**config.mk**
```make
export PLATFORM = sky130hd
export DESIGN_NAME = mem_timing_seq
export DESIGN_NICKNAME = d
export VERILOG_FILES = /design/src/rtl/mem_timing_seq.sv
export SDC_FILE = /design/constraint.sdc
export NUM_CORES = 1
export LEC_CHECK = 0
export CAP_MARGIN = 20
export CORE_MARGIN = 3
export CORE_UTILIZATION = 52
export DETAILED_ROUTE_END_ITERATION = 10
export GPL_TIMING_DRIVEN = 0
export PLACE_DENSITY = 0.83
export SYNTH_ARGS = -nofsm -noshare
export SYNTH_HDL_FRONTEND = slang
export SYNTH_SLANG_ARGS = --single-unit
```
**constraint.sdc**
```tcl
create_clock -name CLK -period 3.87 [get_ports CLK]
set_input_delay 0.5805 -clock CLK [delete_from_list [all_inputs] [get_ports CLK]]
set_output_delay 0.5805 -clock CLK [all_outputs]
set_load 0.01 [all_outputs]
```
**src/rtl/mem_timing_seq.sv**
```systemverilog
// Core-memory access timing sequencer: bit-time windows, run/halt gating, module select and duplex failover.
// Optional single repeat of a simplex access on parity error when MEM_TIMING_RETRY_EN is defined.
module mem_timing_seq #(
    parameter int NUM_MODULES = 4,
    parameter int CYCLE_LEN   = 14,
    parameter int STROBE_BT   = 5
) (
    input  logic                           CLK,
    input  logic                           RSTN,
    input  logic                           START,
    input  logic                           WR,
    input  logic [$clog2(NUM_MODULES)-1:0] MSEL,
    input  logic                           DUPLEX,
    input  logic                           HALT,
    input  logic [NUM_MODULES-1:0]         ERRP,
    output logic                           RUN,
    output logic                           BUSY,
    output logic                           SYNC,
    output logic                           RD,
    output logic                           SINK,
    output logic                           TIME,
    output logic                           RDM,
    output logic                           INHBS,
    output logic                           DONE,
    output logic [NUM_MODULES-1:0]         MEN,
    output logic [NUM_MODULES-1:0]         DSEL,
`ifdef MEM_TIMING_RETRY_EN
    output logic                           RETRY,
`endif
    output logic                           ERRF
);

    localparam int HALF = CYCLE_LEN / 2;
    localparam int MW   = $clog2(NUM_MODULES);
    localparam int BTW  = $clog2(CYCLE_LEN);

    localparam logic [BTW-1:0] BT_ZERO     = BTW'(0);
    localparam logic [BTW-1:0] BT_ONE      = BTW'(1);
    localparam logic [BTW-1:0] BT_HALF     = BTW'(HALF);
    localparam logic [BTW-1:0] BT_SINK_END = BTW'(HALF - 2);
    localparam logic [BTW-1:0] BT_STRB     = BTW'(STROBE_BT);
    localparam logic [BTW-1:0] BT_RDM      = BTW'(STROBE_BT + 1);
    localparam logic [BTW-1:0] BT_LAST     = BTW'(CYCLE_LEN - 1);
    localparam logic [MW-1:0]  MSEL_PAIR   = MW'(1);

    function automatic logic [NUM_MODULES-1:0] f_onehot(input logic [MW-1:0] sel);
        logic [NUM_MODULES-1:0] v;
        v      = '0;
        v[sel] = 1'b1;
        return v;
    endfunction

    function automatic logic [NUM_MODULES-1:0] f_pair(input logic [MW-1:0] sel);
        return f_onehot(sel) | f_onehot(sel ^ MSEL_PAIR);
    endfunction

    logic                   r_busy, r_wr, r_dup, r_run, r_errf;
    logic [BTW-1:0]         r_bt;
    logic [MW-1:0]          r_msel;
    logic                   r_sync, r_rd, r_sink, r_time, r_rdm, r_inhbs, r_done;
    logic [NUM_MODULES-1:0] r_men, r_dsel;

    logic                   w_busy, w_wr, w_dup, w_run, w_errf;
    logic [BTW-1:0]         w_bt;
    logic [MW-1:0]          w_msel, w_part;
    logic [NUM_MODULES-1:0] w_men, w_dsel;
    logic                   w_last, w_chk, w_fail_self, w_fail_part;
    logic                   w_set_errf, w_switch, w_retry_go;

`ifdef MEM_TIMING_RETRY_EN
    logic r_rpend, r_retry, w_rpend, w_retry, w_set_rpend;
    assign w_retry_go = w_last && r_rpend;
`else
    assign w_retry_go = 1'b0;
`endif

    assign w_last      = r_busy && (r_bt == BT_LAST);
    assign w_chk       = r_busy && (r_bt == BT_STRB);
    assign w_part      = r_msel ^ MSEL_PAIR;
    assign w_fail_self = ERRP[r_msel];
    assign w_fail_part = ERRP[w_part];

    // Parity evaluation at the edge that closes the sense-strobe bit time
    always_comb begin
        w_set_errf = 1'b0;
        w_switch   = 1'b0;
`ifdef MEM_TIMING_RETRY_EN
        w_set_rpend = 1'b0;
`endif
        if (w_chk && !r_dup) begin
`ifdef MEM_TIMING_RETRY_EN
            w_set_errf  = w_fail_self && r_retry;
            w_set_rpend = w_fail_self && !r_retry;
`else
            w_set_errf = w_fail_self;
`endif
        end else if (w_chk) begin
            w_set_errf = w_fail_self && w_fail_part;
            w_switch   = w_fail_self && !w_fail_part;
        end else begin
            w_set_errf = 1'b0;
            w_switch   = 1'b0;
        end
    end

    // Next-state sequencing: accept, bit-time advance, retry/back-to-back restart, completion
    always_comb begin
        w_busy = r_busy;
        w_bt   = r_bt;
        w_wr   = r_wr;
        w_msel = r_msel;
        w_dup  = r_dup;
        w_dsel = r_dsel;
        w_errf = r_errf | w_set_errf;
`ifdef MEM_TIMING_RETRY_EN
        w_retry = r_retry;
        w_rpend = r_rpend | w_set_rpend;
`endif
        if (!r_busy) begin
            if (START && r_run) begin
                w_busy = 1'b1;
                w_bt   = BT_ZERO;
                w_wr   = WR;
                w_msel = MSEL;
                w_dup  = DUPLEX;
                w_dsel = f_onehot(MSEL);
            end else begin
                w_busy = 1'b0;
                w_dsel = '0;
            end
        end else if (!w_last) begin
            w_bt   = r_bt + BT_ONE;
            w_dsel = w_switch ? f_onehot(w_part) : r_dsel;
        end else if (w_retry_go) begin
            w_bt   = BT_ZERO;
            w_dsel = f_onehot(r_msel);
`ifdef MEM_TIMING_RETRY_EN
            w_retry = 1'b1;
            w_rpend = 1'b0;
`endif
        end else if (START && r_run && !HALT) begin
            w_bt   = BT_ZERO;
            w_wr   = WR;
            w_msel = MSEL;
            w_dup  = DUPLEX;
            w_dsel = f_onehot(MSEL);
`ifdef MEM_TIMING_RETRY_EN
            w_retry = 1'b0;
`endif
        end else begin
            w_busy = 1'b0;
            w_dsel = '0;
`ifdef MEM_TIMING_RETRY_EN
            w_retry = 1'b0;
`endif
        end

        // A halt seen mid-access only takes effect once the access (and any repeat) has finished
        if (!HALT) begin
            w_run = 1'b1;
        end else if (!r_busy) begin
            w_run = 1'b0;
        end else if (w_last && !w_retry_go) begin
            w_run = 1'b0;
        end else begin
            w_run = r_run;
        end

        w_men = w_busy ? (w_dup ? f_pair(w_msel) : f_onehot(w_msel)) : '0;
    end

    // State and registered output decode from next-state values
    always_ff @(posedge CLK or negedge RSTN) begin
        if (!RSTN) begin
            r_busy  <= 1'b0;
            r_bt    <= BT_ZERO;
            r_wr    <= 1'b0;
            r_msel  <= '0;
            r_dup   <= 1'b0;
            r_run   <= 1'b1;
            r_errf  <= 1'b0;
            r_sync  <= 1'b0;
            r_rd    <= 1'b0;
            r_sink  <= 1'b0;
            r_time  <= 1'b0;
            r_rdm   <= 1'b0;
            r_inhbs <= 1'b0;
            r_done  <= 1'b0;
            r_men   <= '0;
            r_dsel  <= '0;
`ifdef MEM_TIMING_RETRY_EN
            r_retry <= 1'b0;
            r_rpend <= 1'b0;
`endif
        end else begin
            r_busy  <= w_busy;
            r_bt    <= w_bt;
            r_wr    <= w_wr;
            r_msel  <= w_msel;
            r_dup   <= w_dup;
            r_run   <= w_run;
            r_errf  <= w_errf;
            r_sync  <= w_busy && (w_bt == BT_ZERO);
            r_rd    <= w_busy && (w_bt < BT_HALF);
            r_sink  <= w_busy && (w_bt >= BT_ONE) && (w_bt <= BT_SINK_END);
            r_time  <= w_busy && (w_bt == BT_STRB);
            r_rdm   <= w_busy && (w_bt >= BT_RDM);
            r_inhbs <= w_busy && w_wr && (w_bt >= BT_HALF);
            r_done  <= w_busy && (w_bt == BT_LAST);
            r_men   <= w_men;
            r_dsel  <= w_dsel;
`ifdef MEM_TIMING_RETRY_EN
            r_retry <= w_retry;
            r_rpend <= w_rpend;
`endif
        end
    end

    assign RUN   = r_run;
    assign BUSY  = r_busy;
    assign SYNC  = r_sync;
    assign RD    = r_rd;
    assign SINK  = r_sink;
    assign TIME  = r_time;
    assign RDM   = r_rdm;
    assign INHBS = r_inhbs;
    assign DONE  = r_done;
    assign MEN   = r_men;
    assign DSEL  = r_dsel;
    assign ERRF  = r_errf;
`ifdef MEM_TIMING_RETRY_EN
    assign RETRY = r_retry;
`endif

endmodule

```
### Yosys cells after proc, flatten, opt, wreduce, memory -nomap -nowiden

Cells that the tools add are included.

* bits in registers: 26
* bits of input ports: 12
* output and inout port bits: 18
* word-level logic and storage cells: 111

* $add $sub $neg: 1
* order comparisons: 14
* eq/ne operators: 6
* muxes and demuxes: 46
* bitwise logic cells: 4
* reduce and logical (&&, ||, !) cells: 24

Operators with widths (count)
* 4-bit two-way mux: 11
* 1-bit two-way mux: 25
* 1-bit logical AND: 20
* 2-bit by 3-bit < comparator with 1-bit output, second input constant: 5
* 1-bit demux with 2-bit select: 4
* 4-bit by 3-bit == test with 1-bit output, second input constant: 2
* 4-bit == test, second input constant: 2
* 2-bit by 1-bit greater-or-equal comparator with 1-bit output, second input constant: 4
* 4-bit by 3-bit greater-or-equal comparator with 1-bit output, second input constant: 2
* 2-bit two-way mux: 4
* 4-bit by 1-bit adder with 4-bit output, second input constant: 1
* 1-bit binary-select mux with 2-bit select: 2
* 4-bit by 1-bit greater-or-equal comparator with 1-bit output, second input constant: 1
* 4-bit by 3-bit less-or-equal comparator with 1-bit output, second input constant: 1
* 4-bit logical NOT: 1
* 4-bit by 3-bit < comparator with 1-bit output, second input constant: 1
* 4-bit OR: 1
* 1-bit logical NOT: 3
* 3-bit by 1-bit != test with 1-bit output, second input constant: 1
* 3-bit by 2-bit != test with 1-bit output, second input constant: 1
* 1-bit NOT: 2
* 1-bit OR: 1

### Depth between registers and ports, before layout

Gate-level depths: netlist of the first run.

* depth after elaboration: 13
* mapped depth: 8
* depth with buffers taken out: 7

### Worst setup path before layout of the first run

No wires, ideal clock.

* kind: reg2reg
* from: register r_bt[1]
* to: register r_sync, in the netlist SYNC
* library setup time: 0.121 ns
* arrival time: 1.766 ns
* required time: 3.749 ns
* setup slack: 1.983 ns
* cell stages (with the launch flop): 9
* buffers on the path: 1
* clock period less this slack: 1.887 ns
* cell sequence: dfrtp_1 > inv_1 > ha_1 > nand3_4 > and2_4 > buf_6 > a311o_1 > and3_1 > nor2b_1

* cells in the longest elaborated chain, start to end: 6
* elaborated cells between the ends (all ways): 11
* classes of those cells: add/sub: 1; eq/ne: 1; mux: 6; reduce/logical: 3

Ends and longest elaborated chain
* from (decl): line 58 `logic [BTW-1:0] r_bt;`
* from (signal assigned): line 197 `r_bt <= w_bt;`
* branches (longest 5 deep; another with 4-bit by 1-bit adder with 4-bit output)
* 1-bit logical AND *: line 203 `r_sync <= w_busy && (w_bt == BT_ZERO);`
* to (signal assigned): line 203
* to (decl): line 60 `logic r_sync, r_rd, r_sink, r_time, r_rdm, r_inhbs, r_done;`

Every way passes the cells marked *.
A chain may end at the register's enable or synchronous reset.

### Worst setup path after layout of the first run

* from: register r_bt[1]
* to: register r_inhbs, in the netlist INHBS

* cells in the longest elaborated chain, start to end: 6
* elaborated cells between the ends (all ways): 14
* classes of those cells: add/sub: 1; order compare: 1; eq/ne: 1; mux: 8; reduce/logical: 3

Ends and longest elaborated chain
* branches (longest 5 deep; another with 4-bit by 1-bit adder with 4-bit output)
* 1-bit logical AND *: line 208 `r_inhbs <= w_busy && w_wr && (w_bt >= BT_HALF);`
* to (signal assigned): line 208
* to (decl): line 60

Marked as above.

==> results of run 1 <==
## stage by stage
| stage | utilization, % | setup WS (ns) | area, um2 |
|---|---|---|---|
| 2_1_floorplan | - | 1.98 | 1290 |
| 3_3_place_gp | 70.9 | 1.52 | 1610 |
| 3_5_place_dp | 72.1 | 1.53 | 1640 |
| 4_1_cts | 74.4 | 1.78 | 1690 |
| 5_1_grt | 74.4 | 1.68 | 1690 |
| 6_report | 74.4 | 1.78 | 1690 |
## synth_stat cells
cell type,instances
a21boi_0,1
a21o_1,1
a21oi_1,3
a21oi_2,2
a2bb2oi_2,1
a311o_1,1
a311oi_1,1
a311oi_2,1
a31o_2,1
and2_4,1
and3_1,1
and3b_1,2
buf_2,1
buf_4,1
buf_6,1
clkbuf_1,1
dfrtp_1,25
dfstp_2,1
ha_1,2
inv_1,11
mux2_2,7
mux4_2,1
nand2_1,14
nand2b_1,4
nand3_1,2
nand3_4,1
nand4b_1,3
nor2_1,10
nor2b_1,1
nor3_2,2
o21a_1,1
o21ai_0,4
o221ai_1,1
o22ai_1,9
o31ai_1,1
xor2_1,1
## worst max path at each step
stage,from,endpoint
detailed placement,HALT,SYNC
finish,r_bt[1],INHBS
CTS,r_bt[1],INHBS
global placement,HALT,SYNC
global route,r_bt[1],INHBS
floorplan,r_bt[1],SYNC
## cell families after synthesis
group	after synthesis
buf+inv	15
fa+ha+maj	2
mux	8
xor+xnor	1
simple gates	41
flops	26
compound gates	28
## cell type report
type,instances,area [um2]
flip-flops and latches,26,652
clock inverters,1,30.0
plain buffers,4,27.5
fillers,170,582
clock buffers,3,22.5
inverters,11,41.3
multi-input cells,80,568
repair buffers,30,318
well taps,28,35.0
## registers in the layout (all words and copies together) (netlist names)
register,cells
r_wr,1
RD,1
MEN,4
RUN,1
BUSY,1
r_bt,4
DONE,1
r_msel,2
INHBS,1
DSEL,4
SINK,1
TIME,1
RDM,1
ERRF,1
r_dup,1
SYNC,1
## worst max-delay path: cells and delay by family, from the launching register on
family,cells,cell delay [ns]
AO/OA/AOI/OAI,2,0.55
adder cells (fa/ha/maj),1,0.25
buffers and inverters,2,0.21
flip-flops,1,0.48
AND/OR/NAND/NOR,3,0.54
## power by group
part	switching (mW)	internal, mW	total (mW)
registers	0.0785	0.388	0.466
logic	0.363	0.371	0.734
clock network	0.0843	0.105	0.189
total	0.526	0.863	1.39
## metal layers
layer	wire length [um]	track usage, %
met3	168	5.10
met5	0	0
met2	1440	31.3
met1	1130	24.6
met4	41	6.60
==> out/qor.csv, run 1 <==
metric,value,unit
status,"finished, final reports clean",
maximum VDD drop,0.000555,V
max-cap viol count,0,
Syn Inst Count,121,
Die Span X,55.8,um
"Req. time, crit path",4.14,ns
DRC errors left,0,
routability congestion estimate,0.878,
Slew Limit Fails,0,
Period minus WS final,2.09,ns
max frequency,478,MHz
port buffer count,29,
hold path cells,2,
Layout area overhead,31.5,%
hold_ws,0.486,ns
"commonest non-fill, non-tap cells in the layout","29 x clkdlybuf4s50_1, 25 x dfrtp_1, 14 x nand2_1, 11 x inv_1, 10 x nor2_1",
Synth Area in Compound Gates,15.9,%
largest cells by area after synthesis,"dfrtp_1 49%, mux2_2 6.1%, o22ai_1 4.4%, nand2_1 4.1%, inv_1 3.2%",
routed len/inst,15.2,um
critical path class,reg2reg,
# diodes,0,
syn nets,135,
DP Wirelength,2190,um
pin count of the biggest net entering global routing,17,
PwrDens,820,nW/um2
Total GRT Usage,19.2,%
Hold Path End,ERRF,
worst r2r src,r_bt[1],
vias per inst,5.74,
Static Leak,0.756,nW
worst r2r dst,INHBS,
number of synthesized register bits,26,
share of cells above drive strength 1,16.8,%
RSZ-0062 raised after global routing,no,
Synth Area in XOR/XNOR,0.680,%
vias in the first global route,1047,
cts repair resizes,0,
post-synth top area share,48.5,%
CTS Hold Bufs,0,
Slew headroom,56.5,%
"commonest non-fill, non-tap cell in the layout",clkdlybuf4s50_1,
Min-Delay Path Class,reg2reg,
sequential fraction of the synthesis area,50.6,%
FF-to-FF setup slack,1.78,ns
CTS Sinks,26,
Rows,17,
Tot Pwr,1.39,mW
CTS root buf,clkbuf_4,
Post-Synth Simple-Gate Area,17.7,%
main combinational cell family by area after synthesis,simple AND/OR/NAND/NOR gates,
worst r2r path cells,8,
"area leader, netlist",dfrtp_1,
worst clock skew,0.00170,ns
Setup-failing EPs final,0,
initial core utilization,56.6,%
H-tree depth,1,
final std cells w/o fill,183,
CP max-delay cell,dfrtp_1,
CP cell instances,inv_1 > ha_1 > nand3_4 > and2_4 > buf_6 > a311o_1 > nor3_2 > a2bb2oi_2,
initial antenna violation count,0,
adder-cell share of the synthesized area,1.94,%
first-pass GRT wire length,4840,um
DRT iter0 DRCs,17,
CP Data Arrival Time,2.36,ns
Worst path max stage delay,0.48,ns
drt first pass iters,4,
"Max FO, Critical Path",6,
TritonCTS clock tree,yes,
syn avg cell area,10.7,um2
hold_sp,ERRF,
# IOs,30,
final hold vios,0,
"Remaining Overflow, GRT",0,
Die Y,55.8,um
measured slew at the worst slew-check pin,0.647,ns
Max Root-Sink Buffers,2,
Yosys Warn Count,0,
Startpoint Class,flop,
DRT antenna net count,0,
Inst Count DP,179,
Synth cell types,36,
multiplexer share of the synthesized area,7.86,%
vias,1050,
die area,3110,um2
Worst setup EP type,flop,
"Period Utilization, post-route",54.1,%
fin nets,170,
setup TNS,0,ns
setup repair bufs after CTS,0,
Synth Cell Area,1290,um2
Routed WL,2780,um
Core Region,2280,um2
"CTS clk-pin slew, worst paths",0.14,ns
CTS buffer count,3,
insertion delay to the later sink of the worst-skew pair,0.33,ns
Power figures use the tool's default switching activity.
==> inputs of run 2 (changes only) <==
--- a/config.mk
+++ b/config.mk
@@ -7,10 +7,10 @@
 export LEC_CHECK = 0
 export CAP_MARGIN = 20
 export CORE_MARGIN = 3
-export CORE_UTILIZATION = 52
+export CORE_UTILIZATION = 44
 export DETAILED_ROUTE_END_ITERATION = 10
 export GPL_TIMING_DRIVEN = 0
-export PLACE_DENSITY = 0.83
+export PLACE_DENSITY = 0.75
 export SYNTH_ARGS = -nofsm -noshare
 export SYNTH_HDL_FRONTEND = slang
 export SYNTH_SLANG_ARGS = --single-unit
==> constraint.sdc (replaced) <==
create_clock -name CLK -period 1.8 [get_ports CLK]
set_input_delay 0.27 -clock CLK [delete_from_list [all_inputs] [get_ports CLK]]
set_output_delay 0.27 -clock CLK [all_outputs]
set_load 0.01 [all_outputs]
==> run 2 against run 1 <==
  * Hold slack worse by 0.23 ns
  * Clock skew up 0.0010 ns
  * Total power up 130%
  * Final area up 6.8%
  * Die area up 16%
  * Non-clock buffer count up 7
  * Combinational power up 150%
  * Sequential power up 110%
  * Setup slack worse by 1.7 ns
  * Critical path type unchanged
  * Critical path depth down 2
  * Highest routed layer unchanged
==> out/qor.csv, run 2 (synthesized netlist as in run 1, its figures left out) <==
metric,value,unit,change
status,"finished, final reports clean",,unchanged
Slew Limit Fails,0,,unchanged
FF-to-FF setup slack,0.06,ns,was 1.78 ns
Static Leak,0.795,nW,was 0.756 nW
pin count of the biggest net entering global routing,20,,was 17
first-pass GRT wire length,4910,um,was 4840 um
PwrDens,1780,nW/um2,was 820 nW/um2
Routed WL,3010,um,was 2780 um
DP Wirelength,2170,um,was 2190 um
fin nets,177,,was 170
initial antenna violation count,0,,unchanged
Total GRT Usage,18.3,%,was 19.2%
"Max FO, Critical Path",7,,was 6
hold_ws,0.255,ns,was 0.486 ns
vias in the first global route,1092,,was 1047
insertion delay to the later sink of the worst-skew pair,0.32,ns,was 0.33 ns
routed len/inst,15.6,um,was 15.2 um
"Period Utilization, post-route",96.5,%,was 54.1%
CTS root buf,clkbuf_4,,unchanged
# IOs,30,,unchanged
H-tree depth,1,,unchanged
Layout area overhead,40.4,%,was 31.5%
TritonCTS clock tree,yes,,unchanged
Setup WS pre-CTS,-0.275,ns,was 1.53 ns
Period minus WS final,1.74,ns,was 2.09 ns
"Remaining Overflow, GRT",0,,unchanged
final hold vios,0,,unchanged
Startpoint Class,flop,,unchanged
Max Root-Sink Buffers,2,,unchanged
DRT iter0 DRCs,38,,was 17
Worst setup EP type,flop,,unchanged
setup TNS,0,ns,unchanged
share of cells above drive strength 1,25.9,%,was 16.8%
CTS Sinks,26,,unchanged
max frequency,576,MHz,was 478 MHz
worst clock skew,0.00270,ns,was 0.00170 ns
measured slew at the worst slew-check pin,0.474,ns,was 0.647 ns
Final WS setup,0.0626,ns,was 1.78 ns
Core Region,2780,um2,was 2280 um2
"commonest non-fill, non-tap cell in the layout",clkdlybuf4s50_1,,unchanged
drt first pass iters,4,,unchanged
port buffer count,29,,unchanged
Die Span X,60.1,um,was 55.8 um
CTS buffer count,3,,unchanged
initial core utilization,46.3,%,was 56.6%
Setup-failing EPs final,0,,unchanged
"commonest non-fill, non-tap cells in the layout","29 x clkdlybuf4s50_1, 21 x dfrtp_1, 14 x nand2_1",,"was 29 x clkdlybuf4s50_1, 25 x dfrtp_1, 14 x nand2_1, 11 x inv_1, 10 x nor2_1"
DRC errors left,0,,unchanged
# diodes,0,,unchanged
maximum VDD drop,0.00133,V,was 0.000555 V
vias,1066,,was 1050
Rows,19,,was 17
CP Data Arrival Time,2.00,ns,was 2.36 ns
"CTS clk-pin slew, worst paths",0.14,ns,about the same
max-cap viol count,0,,unchanged
Tot Pwr,3.21,mW,was 1.39 mW
routability congestion estimate,0.793,,was 0.878
die area,3610,um2,was 3110 um2
vias per inst,5.52,,was 5.74
RSZ-0062 raised after global routing,yes,,was no
critical path class,reg2reg,,unchanged
"Req. time, crit path",2.06,ns,was 4.14 ns
DRT antenna net count,0,,unchanged
Slew headroom,68.3,%,was 56.5%
Die Y,60.1,um,was 55.8 um
Min-Delay Path Class,in2async,,was reg2reg
==> run 2: cell types whose count changed in the layout (fill, tap and decap cells not counted), sizes merged <==
cell,delta
clkbuf,-1
buf,+8
==> run 2: final timing paths <==
check	to	startpoint	cells past startpoint
min in group CLK	RUN	RUN	2
max in group asynchronous	r_bt[0]	RSTN	2
min	ERRF	RSTN	1
max reg2reg	INHBS	r_bt[0]	6
max	INHBS	r_bt[0]	6
min reg2reg	RUN	RUN	2
==> run 2: worst max-delay path, cell delays in order, from the launching register on <==
cell	delay, ns
dfrtp_2	0.45
ha_4	0.18
nand4b_1	0.14
a21oi_4	0.11
a311o_1	0.39
nor3_2	0.24
a2bb2oi_2	0.16
==> run 2: stage by stage <==
stage	cells	instance area, um2	utilization (%)
2_1_floorplan	121	1300	-
3_3_place_gp	181	1630	58.6
3_5_place_dp	182	1660	59.6
4_1_cts	190	1790	64.4
5_1_grt	193	1810	65.0
6_report	193	1810	65.0
==> run 2: report_power, final <==
part / total (mW) / switching (mW) / leakage (nW) / internal (mW)
clock: 0.394 / 0.169 / 0.0279 / 0.225
combinational: 1.82 / 0.888 / 0.453 / 0.936
sequential: 0.994 / 0.154 / 0.314 / 0.841
total: 3.21 / 1.21 / 0.795 / 2.00
==> run 2: per-layer routing <==
| metal | up-vias | GRT usage [%] | wire length, um |
|---|---|---|---|
| met2 | 33 | 32.7 | 1580 |
| met3 | 2 | 6.48 | 197 |
| li1 | 508 | - | - |
| met5 | - | 0 | 0 |
| met1 | 523 | 20.5 | 1210 |
| met4 | 0 | 4.75 | 17 |
==> run 2: cell type report <==
type                    count  area (um2)
clock inverters             1        30.0
flip-flops and latches     26         657
clock buffers               3        22.5
inverters                  11        41.3
fillers                   229         972
plain buffers               2        12.5
repair buffers             39         385
well taps                  31        38.8
multi-input cells          80         622
==> run 2: repair_timing <==
item | in CTS | in global routing
resized for setup | 9 | 1
setup buffers | 5 | 4
endpoints found under the setup margin | 9 | 9
hold endpoints to repair | 0 | 0
pin swaps | 3 | 4
hold buffers | 0 | 0
==> inputs of run 3 (changes only) <==
--- a/config.mk
+++ b/config.mk
@@ -8,6 +8,7 @@
 export CAP_MARGIN = 20
 export CORE_MARGIN = 3
 export CORE_UTILIZATION = 44
+export CTS_BUF_LIST = sky130_fd_sc_hd__clkbuf_16
 export DETAILED_ROUTE_END_ITERATION = 10
 export GPL_TIMING_DRIVEN = 0
 export PLACE_DENSITY = 0.75
==> run 3 against run 2 <==
  * Die area stayed put
  * Combinational power is 5% higher
  * Cell count is 3.1% higher
  * Clock skew hardly changed
  * Hold slack better by 0.079 ns
  * Register-to-register slack worse by 0.05 ns
  * Final area is 5.3% higher
  * Utilization is 3.4 points higher
  * First-iteration DRC count is 45% lower
  * Total power is 11% higher
  * Sequential share of layout area is 1.9 points lower
  * Sequential cell count stayed put
  * Critical endpoint unchanged
  * Largest cell class unchanged
  * Highest routed layer unchanged
==> out/qor.csv, run 3 (synthesized netlist as in run 1, its figures left out) <==
metric,value,unit,change
status,"finished, final reports clean",,unchanged
max frequency,558,MHz,was 576 MHz
Period minus WS final,1.79,ns,was 1.74 ns
Worst setup EP type,flop,,unchanged
TritonCTS clock tree,yes,,unchanged
Clk pwr share,17.8,%,was 12.3%
first-pass GRT wire length,5000,um,was 4910 um
"Remaining Overflow, GRT",0,,unchanged
Die Span X,60.1,um,unchanged
# diodes,0,,unchanged
Startpoint Class,flop,,unchanged
Inst Count DP,182,,unchanged
"Req. time, crit path",1.99,ns,was 2.06 ns
fin nets,183,,was 177
PwrDens,1870,nW/um2,was 1780 nW/um2
Core Region,2780,um2,unchanged
Seq pwr share,28.3,%,was 30.9%
CTS Sinks,26,,unchanged
routed len/inst,15.8,um,was 15.6 um
max-cap viol count,0,,unchanged
DP Wirelength,2170,um,unchanged
insertion delay to the later sink of the worst-skew pair,0.26,ns,was 0.32 ns
CP Data Arrival Time,1.98,ns,was 2.00 ns
vias,1100,,was 1066
"CTS clk-pin slew, worst paths",0.06,ns,was 0.14 ns
Routed WL,3140,um,was 3010 um
routability congestion estimate,0.793,,unchanged
vias in the first global route,1101,,was 1092
share of cells above drive strength 1,29.2,%,was 25.9%
Slew Limit Fails,0,,unchanged
CTS buffer count,3,,unchanged
DRT antenna net count,0,,unchanged
H-tree depth,1,,unchanged
Final WS setup,0.00945,ns,was 0.0626 ns
initial antenna violation count,0,,unchanged
Switching Share,35.4,%,was 37.7%
# IOs,30,,unchanged
worst clock skew,0.00238,ns,was 0.00270 ns
"Period Utilization, post-route",99.5,%,was 96.5%
Static Leak,0.849,nW,was 0.795 nW
final hold vios,0,,unchanged
vias per inst,5.53,,was 5.52
DRT iter0 DRCs,21,,was 38
maximum VDD drop,0.00173,V,was 0.00133 V
Finished Core Util,68.5,%,was 65.0%
post-layout instance area,1900,um2,was 1810 um2
CTS Hold Bufs,0,,unchanged
Total GRT Usage,18.7,%,was 18.3%
DP Area,1660,um2,unchanged
Min-Delay Path Class,in2async,,unchanged
Layout area overhead,47.8,%,was 40.4%
Max Root-Sink Buffers,2,,unchanged
Int Power,2.30,mW,was 2.00 mW
"commonest non-fill, non-tap cells in the layout","29 x clkdlybuf4s50_1, 22 x dfrtp_1, 16 x buf_4, 14 x nand2_1",,"was 29 x clkdlybuf4s50_1, 21 x dfrtp_1, 14 x nand2_1"
critical path class,reg2reg,,unchanged
die area,3610,um2,unchanged
CTS root buf,clkbuf_16,,was clkbuf_4
measured slew at the worst slew-check pin,0.476,ns,was 0.474 ns
Die Y,60.1,um,unchanged
net switching power,1.26,mW,was 1.21 mW
Setup-failing EPs final,0,,unchanged
final std cells w/o fill,199,,was 193
initial core utilization,46.3,%,unchanged
"Max FO, Critical Path",7,,unchanged
drt first pass iters,4,,unchanged
Rows,19,,unchanged
port buffer count,29,,unchanged
Setup WS pre-CTS,-0.275,ns,unchanged
RSZ-0062 raised after global routing,yes,,unchanged
# fillers,207,,was 229
"commonest non-fill, non-tap cell in the layout",clkdlybuf4s50_1,,unchanged
DRC errors left,0,,unchanged
Comb power frac,53.9,%,was 56.8%
pin count of the biggest net entering global routing,20,,unchanged
Slew headroom,68.2,%,was 68.3%
-- run 3: cell count changes in the layout (fill, tap and decap cells not counted), sizes merged --
cell	before	now
buf	12	18
-- run 3: what timing repair did --
action	in CTS	in global routing
gates resized for setup	6	4
cloned	0	0
setup buffers	4	11
setup endpoints to repair	9	9
pin swaps	1	5
-- run 3: critical path: stages (launching register included) --
cell       delay [ns]
dfrtp_2          0.45
ha_4             0.19
nand4b_1         0.15
a21oi_4          0.11
a311o_1          0.39
nor3_2           0.27
a2bb2oi_2        0.15
-- run 3: cell type report --
type	count	area [um2]	area share [%]
multi-input cells	80	621	32.6
well taps	31	38.8	2.04
repair buffers	45	430	22.6
plain buffers	2	12.5	0.657
flip-flops and latches	26	656	34.4
clock buffers	3	75.1	3.94
clock inverters	1	30.0	1.58
inverters	11	41.3	2.17
-- run 3: path summary, 6_finish.rpt --
kind                       startpoint      end  slack (ns)  cells after the start
max                           r_bt[0]    INHBS       0.009                      6
min                              RSTN     ERRF        0.33                      1
max reg2reg                   r_bt[0]    INHBS       0.009                      6
min reg2reg                       RUN      RUN        0.47                      2
max in group asynchronous        RSTN  r_bt[0]        1.00                      2
min in group CLK                  RUN      RUN        0.47                      2
-- run 3: per-layer routing --
| layer | part of all wire [%] | vias to the layer above | track usage, % | wire, um |
|---|---|---|---|---|
| li1 | - | 517 | - | - |
| met1 | 40 | 547 | 20.9 | 1270 |
| met2 | 53 | 32 | 32.7 | 1660 |
| met3 | 6.0 | 4 | 6.26 | 190 |
| met4 | 0.76 | 0 | 6.65 | 24 |
| met5 | 0 | - | 0 | 0 |
-- run 3: metrics by stage --
step	hold WS (ns)	TNS, ns	total power [mW]
4_1_cts	0.348	0	3.37
6_report	0.334	0	3.56
5_1_grt	0.372	-0.202	3.78
3_3_place_gp	0.455	-1.61	2.56
3_5_place_dp	0.465	-2.16	2.63
2_1_floorplan	-0.0256	0	2.06
-- run 3: power by group through the flow --
stage | combinational (mW) | sequential, mW | clock [mW]
3_5_place_dp | 1.62 | 1.01 | 0
6_report | 1.92 | 1.01 | 0.635
4_1_cts | 1.71 | 1.03 | 0.637
5_1_grt | 2.09 | 1.03 | 0.666
2_1_floorplan | 1.01 | 1.06 | 0
3_3_place_gp | 1.56 | 1.00 | 0
